[config.mk]
export PLATFORM = sky130hd
export DESIGN_NAME = restoration_sequencer
export DESIGN_NICKNAME = d
export VERILOG_FILES = /design/src/rtl/restoration_sequencer.sv
export SDC_FILE = /design/constraint.sdc
export NUM_CORES = 1
export LEC_CHECK = 0
export CAP_MARGIN = 20
export CORE_ASPECT_RATIO = 0.5
export CORE_MARGIN = 3
export CORE_UTILIZATION = 30
export DETAILED_ROUTE_END_ITERATION = 8
export DONT_BUFFER_PORTS = 1
export PLACE_DENSITY_LB_ADDON = 0.15
export SYNTH_ARGS = -nofsm -noshare
export SYNTH_HDL_FRONTEND = slang
export SYNTH_SLANG_ARGS = --single-unit
[constraint.sdc]
create_clock -name clk -period 3 [get_ports clk]
set_clock_uncertainty 0.05 [all_clocks]
set_input_delay 0.6 -clock clk [delete_from_list [all_inputs] [get_ports clk]]
set_output_delay 0.6 -clock clk [all_outputs]
set_load 0.01 [all_outputs]
[src/rtl/restoration_sequencer.sv]
// Multi-shot propagation-delay sequencer: fires NUM_SHOTS pulser triggers, averages the measured counts.
// Optional per-shot min/max tracking is built only when RESTORATION_MINMAX_EN is defined.
module restoration_sequencer #(
  parameter int unsigned SHOT_LOG2      = 2,
  parameter int unsigned TRIG_WIDTH     = 8,
  parameter int unsigned GAP_CYCLES     = 64,
  parameter logic [15:0] TIMEOUT_CYCLES = 16'd50000
) (
  input  logic        clk,
  input  logic        reset,
  input  logic        start,
  input  logic        Pulse_Measurement_Done,
  input  logic [15:0] Pulse_Propagation_Counter,
  input  logic        Pulser_IC_Error,
  output logic        Pulser_Trigger_Request,
  output logic        busy,
  output logic        done,
  output logic        error_timeout,
  output logic        error_ic,
  output logic [4:0]  shot_index,
  output logic [15:0] result_avg,
  output logic [15:0] result_min,
  output logic [15:0] result_max
);

  // state  | meaning
  // IDLE   | waiting for start
  // TRIG   | trigger request high for TRIG_WIDTH cycles
  // WAIT   | trigger low, waiting for a done rising edge or timeout
  // GAP    | idle spacing before the next shot's trigger
  // FINISH | one-cycle done strobe, results committed on success
  typedef enum logic [2:0] {IDLE, TRIG, WAIT, GAP, FINISH} state_t;

  localparam int unsigned ACC_W       = 16 + SHOT_LOG2;
  localparam logic [4:0]  NUM_SHOTS_L = 5'(1 << SHOT_LOG2);

  state_t             state, state_nxt;
  logic               done_q;
  logic [ACC_W-1:0]   acc, acc_sum;
  logic [15:0]        trig_cnt, gap_cnt, tmo_cnt;
  logic [4:0]         shot_nxt;
  logic               done_edge, tmo_hit, ic_abort, tmo_abort, shot_ok, last_ok;
  logic               enter_trig, enter_gap;

  always_ff @(posedge clk or posedge reset) begin
    if (reset) state <= IDLE;
    else       state <= state_nxt;
  end

  always_comb begin
    state_nxt = state;
    done_edge = Pulse_Measurement_Done & ~done_q;
    acc_sum   = acc + ACC_W'(Pulse_Propagation_Counter);
    shot_nxt  = shot_index + 5'd1;
    tmo_hit   = (tmo_cnt == 16'd0);
    ic_abort  = Pulser_IC_Error && (state inside {TRIG, WAIT, GAP});
    shot_ok   = (state == WAIT) && !ic_abort && done_edge;
    last_ok   = shot_ok && (shot_nxt == NUM_SHOTS_L);
    tmo_abort = !ic_abort && tmo_hit &&
                ((state == TRIG) || ((state == WAIT) && !done_edge));
    unique case (state)
      IDLE:    if (start) state_nxt = TRIG;
      TRIG: begin
        if (ic_abort || tmo_abort)  state_nxt = FINISH;
        else if (trig_cnt == 16'd0) state_nxt = WAIT;
      end
      WAIT: begin
        if (ic_abort || tmo_abort) state_nxt = FINISH;
        else if (shot_ok)          state_nxt = last_ok ? FINISH : GAP;
      end
      GAP: begin
        if (ic_abort)              state_nxt = FINISH;
        else if (gap_cnt == 16'd0) state_nxt = TRIG;
      end
      FINISH:  state_nxt = IDLE;
      default: state_nxt = IDLE;
    endcase
    enter_trig = (state_nxt == TRIG) && (state != TRIG);
    enter_gap  = (state_nxt == GAP) && (state != GAP);
  end

  // Output flags are registered from the next state so they align with the state they describe.
  always_ff @(posedge clk or posedge reset) begin
    if (reset) begin
      done_q                 <= 1'b0;
      Pulser_Trigger_Request <= 1'b0;
      busy                   <= 1'b0;
      done                   <= 1'b0;
      error_timeout          <= 1'b0;
      error_ic               <= 1'b0;
      shot_index             <= 5'd0;
      result_avg             <= 16'd0;
      acc                    <= '0;
      trig_cnt               <= 16'd0;
      gap_cnt                <= 16'd0;
      tmo_cnt                <= 16'd0;
    end else begin
      done_q                 <= Pulse_Measurement_Done;
      Pulser_Trigger_Request <= (state_nxt == TRIG);
      busy                   <= (state_nxt != IDLE);
      done                   <= (state_nxt == FINISH);

      if ((state == IDLE) && start) begin
        error_timeout <= 1'b0;
        error_ic      <= 1'b0;
        shot_index    <= 5'd0;
        acc           <= '0;
      end

      if (enter_trig) begin
        trig_cnt <= 16'(TRIG_WIDTH - 1);
        tmo_cnt  <= TIMEOUT_CYCLES - 16'd1;
      end else begin
        if (trig_cnt != 16'd0) trig_cnt <= trig_cnt - 16'd1;
        if (((state == TRIG) || (state == WAIT)) && (tmo_cnt != 16'd0))
          tmo_cnt <= tmo_cnt - 16'd1;
      end

      if (enter_gap)               gap_cnt <= 16'(GAP_CYCLES - 1);
      else if (gap_cnt != 16'd0)   gap_cnt <= gap_cnt - 16'd1;

      if (ic_abort)  error_ic      <= 1'b1;
      if (tmo_abort) error_timeout <= 1'b1;

      if (shot_ok) begin
        acc        <= acc_sum;
        shot_index <= shot_nxt;
      end
      // Commit on the edge entering FINISH so results are valid alongside done.
      if (last_ok) result_avg <= 16'(acc_sum >> SHOT_LOG2);
    end
  end

`ifdef RESTORATION_MINMAX_EN
  logic [15:0] run_min, run_max, min_nxt, max_nxt;

  always_comb begin
    min_nxt = (Pulse_Propagation_Counter < run_min) ? Pulse_Propagation_Counter : run_min;
    max_nxt = (Pulse_Propagation_Counter > run_max) ? Pulse_Propagation_Counter : run_max;
  end

  always_ff @(posedge clk or posedge reset) begin
    if (reset) begin
      run_min    <= 16'hFFFF;
      run_max    <= 16'h0000;
      result_min <= 16'h0000;
      result_max <= 16'h0000;
    end else begin
      if ((state == IDLE) && start) begin
        run_min <= 16'hFFFF;
        run_max <= 16'h0000;
      end else if (shot_ok) begin
        run_min <= min_nxt;
        run_max <= max_nxt;
      end
      if (last_ok) begin
        result_min <= min_nxt;
        result_max <= max_nxt;
      end
    end
  end
`else
  assign result_min = 16'h0000;
  assign result_max = 16'h0000;
`endif

endmodule

==> impl_metrics.xml <==
<?xml version="1.0" encoding="UTF-8"?>
<metrics>
  <group name="routing">
    <metric name="post_drt_wl_per_cell" unit="um">14.46</metric>
    <metric name="drt-pass1-iter-count" unit="">4</metric>
    <metric name="routed_wl" unit="um">11880</metric>
    <metric name="post_drt_via_cell_ratio" unit="">4.759</metric>
    <metric name="detail_route.iter0.violations" unit="">161</metric>
    <metric name="drc" unit="">0</metric>
    <metric name="antenna_violating_nets_left" unit="">0</metric>
    <metric name="via_count" unit="">3907</metric>
  </group>
  <group name="power">
    <metric name="p_total" unit="W">0.003970</metric>
    <metric name="power.combinational.fraction" unit="">0.230</metric>
    <metric name="total_leakage_power" unit="nW">2.649</metric>
    <metric name="seqPwrFrac" unit="">0.425</metric>
    <metric name="cellPowerDensity" unit="nW/um^2">662.0</metric>
    <metric name="pwr-share-clk" unit="">0.344</metric>
    <metric name="power_switching" unit="W">0.001271</metric>
    <metric name="power.switching_fraction" unit="">0.3201</metric>
    <metric name="intPower" unit="W">0.002699</metric>
    <metric name="power.ir.vdd_worst" unit="V">0.0002686</metric>
  </group>
  <group name="placement">
    <metric name="dp_hpwl" unit="um">8572</metric>
    <metric name="dp.cells" unit="">805</metric>
    <metric name="placement.io_buffers" unit="">0</metric>
    <metric name="finalWeightedCongestion" unit="">0.7613</metric>
    <metric name="dpl_worst_slack" unit="ns">0.03881</metric>
  </group>
  <group name="floorplan">
    <metric name="placeableCoreArea" unit="um^2">16970</metric>
    <metric name="floorplan.die.width" unit="um">195.5</metric>
    <metric name="core.rowCount" unit="">33</metric>
    <metric name="number_of_placed_i_o_pins" unit="">79</metric>
    <metric name="initial_core_util" unit="">0.3174</metric>
    <metric name="dieHeight" unit="um">100.8</metric>
    <metric name="die-area" unit="um^2">19700</metric>
  </group>
  <group name="clock_tree">
    <metric name="post-cts-setup-buffers" unit="">0</metric>
    <metric name="tritoncts_num_sinks" unit="">96</metric>
    <metric name="clkSlewWorstSetupHoldPaths" unit="ns">0.07</metric>
    <metric name="cts.repair.resized" unit="">0</metric>
    <metric name="clock_tree.root_cell" unit="">sky130_fd_sc_hd__clkbuf_16</metric>
    <metric name="htree_num_levels" unit="">3</metric>
    <metric name="tritoncts.num_buffers" unit="">9</metric>
    <metric name="clkLatencyLatePin" unit="ns">0.34</metric>
    <metric name="tritoncts_clock_tree" unit="">done</metric>
    <metric name="hold_buffers" unit="">0</metric>
    <metric name="ctsLongestPathBuffers" unit="">2</metric>
  </group>
  <group name="worst_setup_path">
    <metric name="timing.critical_path.max_delay_family" unit="">simple AND/OR/NAND/NOR gates</metric>
    <metric name="worstPathMaxFanout" unit="">19</metric>
    <metric name="critical_path.startpoint_type" unit="">register</metric>
    <metric name="timing.critical_path.cells" unit="">ha_1 &gt; or4b_4 &gt; nor4_1 &gt; a31oi_1 &gt; a211oi_4 &gt; o2111a_2 &gt; buf_12 &gt; nor2_1</metric>
    <metric name="worst-setup-path-type" unit="">register to register</metric>
    <metric name="critical_path_arrival" unit="ns">2.95</metric>
    <metric name="crit_path_end_kind" unit="">register</metric>
    <metric name="worst-path-buf-inv" unit="">1</metric>
    <metric name="worst-endpoint-required" unit="ns">3.18</metric>
    <metric name="largest_incremental_delay_on_the_critical_path" unit="ns">0.51</metric>
    <metric name="slowest_stage_cell_crit_path" unit="">sky130_fd_sc_hd__or4b_4</metric>
  </group>
  <group name="synthesis">
    <metric name="count_of_cell_types_in_the_netlist" unit="">54</metric>
    <metric name="synth_edf_count" unit="">0</metric>
    <metric name="synth_area_leader_cell" unit="">sky130_fd_sc_hd__dfrtp_1</metric>
    <metric name="synth_seq_area_share" unit="">0.4460</metric>
    <metric name="yosys-mux-area-fraction" unit="">0.01556</metric>
    <metric name="postSynthRegisterBits" unit="">96</metric>
    <metric name="synthXorXnorAreaFrac" unit="">0.08618</metric>
    <metric name="post_synth_fa_ha_maj_area_fraction" unit="">0.05250</metric>
    <metric name="ranking_of_synthesized_cells_by_area" unit="">sky130_fd_sc_hd__dfrtp_1, sky130_fd_sc_hd__xor2_1, sky130_fd_sc_hd__nand2_1</metric>
    <metric name="synth-warning-count" unit="">0</metric>
    <metric name="ys_async_sr_fraction" unit="">1.000</metric>
    <metric name="synth_top_area_share" unit="">0.4460</metric>
    <metric name="synth_top_family_by_area" unit="">simple AND/OR/NAND/NOR gates</metric>
    <metric name="synthCells" unit="">576</metric>
    <metric name="cell_area_after_synthesis" unit="um^2">5386</metric>
    <metric name="synth-simple-area-share" unit="">0.2200</metric>
    <metric name="ys.flop_type" unit="">sky130_fd_sc_hd__dfrtp_1</metric>
    <metric name="synth_area_per_cell" unit="um^2">9.351</metric>
    <metric name="synth-compound-area-share" unit="">0.1131</metric>
  </group>
  <group name="sta">
    <metric name="max-slew-margin-rel" unit="">0.5118</metric>
    <metric name="post-route-worst-setup-slack" unit="ns">0.2355</metric>
    <metric name="hold_slack" unit="ns">0.2175</metric>
    <metric name="report.final.slew_viol_count" unit="">0</metric>
    <metric name="setup_total_negative_slack" unit="ns">0</metric>
    <metric name="setup_repair_after_global_routing_missed_its_margin" unit="">no</metric>
    <metric name="finalSetupViolCount" unit="">0</metric>
    <metric name="time_the_final_worst_path_needs_with_i_o_delays_and_setup" unit="ns">2.765</metric>
    <metric name="timing_hold_violations_final" unit="">0</metric>
    <metric name="final.period_utilization" unit="">0.9215</metric>
    <metric name="achievable-frequency" unit="GHz">0.3617</metric>
    <metric name="timing_worst_slew_pin_value" unit="ns">0.7302</metric>
  </group>
  <group name="run">
    <metric name="drv_cap" unit="">0</metric>
  </group>
  <group name="final_layout">
    <metric name="fin_nets" unit="">632</metric>
    <metric name="multiInputGateArea" unit="um^2">2750</metric>
    <metric name="layout.area.seq" unit="um^2">2402</metric>
    <metric name="mostFrequentLayoutCell" unit="">sky130_fd_sc_hd__dfrtp_1</metric>
    <metric name="layout_area_growth_over_synthesis" unit="%">11.34</metric>
    <metric name="diodes" unit="">0</metric>
    <metric name="num-fill-cells" unit="">1714</metric>
    <metric name="instances_no_fill" unit="">821</metric>
    <metric name="mostFrequentLayoutCells" unit="">sky130_fd_sc_hd__dfrtp_1, sky130_fd_sc_hd__nand2_1, sky130_fd_sc_hd__nor2_1</metric>
    <metric name="drive_gt1_frac" unit="">0.08754</metric>
  </group>
  <group name="global_route">
    <metric name="groute.layer.met3.usage" unit="">0.03472</metric>
    <metric name="grt.total_usage" unit="">0.1287</metric>
    <metric name="grt_pass1_wl" unit="um">20190</metric>
    <metric name="antenna_found_initial" unit="">0</metric>
    <metric name="grt_remaining_overflow" unit="">0</metric>
    <metric name="groute.layer.met1.usage" unit="">0.1770</metric>
    <metric name="use_met2" unit="">0.2028</metric>
    <metric name="grt-busiest-layer" unit="">met2</metric>
    <metric name="largest_net_degree_at_the_start_of_global_routing" unit="">97</metric>
    <metric name="via_count_of_the_first_global_routing_pass" unit="">3792</metric>
  </group>
  <group name="hold_path">
    <metric name="min_delay_worst_type" unit="">input port to async pin</metric>
  </group>
  <group name="status">
    <metric name="status" unit="">finished, final reports clean</metric>
  </group>
</metrics>
-- layout make-up --
type,count,area share
clock inverters,7,0.02107
inverters,10,0.006885
clock buffers,9,0.03755
well taps,227,0.04736
flip-flops and latches,96,0.4006
multi-input cells,453,0.4586
repair buffers,19,0.02796
-- Yosys cell counts, types with 3 or more instances --
library cell               instances
sky130_fd_sc_hd__nor2b_1           8
sky130_fd_sc_hd__buf_4            32
sky130_fd_sc_hd__clkbuf_1         12
sky130_fd_sc_hd__dfrtp_1          96
sky130_fd_sc_hd__nand3_1          29
sky130_fd_sc_hd__o21ai_0          44
sky130_fd_sc_hd__mux2i_1           5
sky130_fd_sc_hd__and2_1            4
sky130_fd_sc_hd__xnor2_1          19
sky130_fd_sc_hd__inv_1            10
sky130_fd_sc_hd__nor3_1           14
sky130_fd_sc_hd__a21oi_1          20
sky130_fd_sc_hd__nand3b_1          6
sky130_fd_sc_hd__or4_1             4
sky130_fd_sc_hd__nand4_1           5
sky130_fd_sc_hd__nor2_1           50
sky130_fd_sc_hd__a21o_1            5
sky130_fd_sc_hd__mux2_2            3
sky130_fd_sc_hd__a211oi_1          3
sky130_fd_sc_hd__or2_2             4
sky130_fd_sc_hd__nand2_1          72
sky130_fd_sc_hd__a31oi_1           5
sky130_fd_sc_hd__nand2b_1          7
sky130_fd_sc_hd__o21a_1            3
sky130_fd_sc_hd__ha_1             21
sky130_fd_sc_hd__nor4_1           13
sky130_fd_sc_hd__or3_1             9
sky130_fd_sc_hd__xor2_1           34
sky130_fd_sc_hd__and3_1            5
-- layer usage --
metal  vias to the layer above  wire [um]  part of all wire
met3                         2        469             0.039
met2                        71       5287              0.45
li1                       1966          -                 -
met4                         0         51            0.0043
met5                         -          0                 0
met1                      1868       6067              0.51
-- stage by stage --
step	area (um^2)	utilization
finish	5997	0.3534
detailed placement	5645	0.3327
CTS	5997	0.3534
floorplan	5507	-
global route	5997	0.3534
global placement	5645	0.3327
-- kinds of logic after synthesis --
logic type	after synthesis
AND/OR/NAND/NOR	240
flip-flops	96
other	1
XOR/XNOR	53
AO/OA/AOI/OAI	98
buffers and inverters	58
adder cells (fa/ha/maj)	22
multiplexers	8
-- flip-flops by register name, summed over array words and instances, names as in the netlist --
signal	flops
state	3
result_avg	16
gap_cnt	16
acc	18
trig_cnt	16
shot_index	5
Pulser_Trigger_Request	1
done	1
error_timeout	1
busy	1
done_q	1
tmo_cnt	16
error_ic	1
-- power groups by stage --
stage               clock (W)  combinational, W  sequential [W]
floorplan                   0          0.000767         0.00167
global placement            0          0.000930         0.00171
detailed placement          0          0.000936         0.00171
CTS                   0.00142          0.000937         0.00169
global route          0.00149           0.00106         0.00173
finish                0.00137          0.000914         0.00169
-- final timing paths --
kind / slack (ns) / cells past startpoint / start / to
worst max-delay path: 0.24 / 8 / shot_index[1] / tmo_cnt[7]
worst min-delay path: 0.22 / 2 / reset / gap_cnt[12]
worst max register to register: 0.24 / 8 / shot_index[1] / tmo_cnt[7]
worst min register to register: 0.45 / 1 / acc[17] / acc[17]
max in group asynchronous: 2.27 / 2 / reset / acc[12]
min in group clk: 0.23 / 0 / Pulse_Measurement_Done / done_q
-- worst register-to-register path: cells and delay by family, from the launching register on --
| kind | cells | cell delay [ns] |
|---|---|---|
| AND/OR/NAND/NOR | 3 | 0.91 |
| AO/OA/AOI/OAI | 3 | 0.86 |
| flip-flops | 1 | 0.44 |
| adder cells (fa/ha/maj) | 1 | 0.24 |
| buffers and inverters | 1 | 0.17 |
Note: power is estimated with default switching activity, not from simulation.
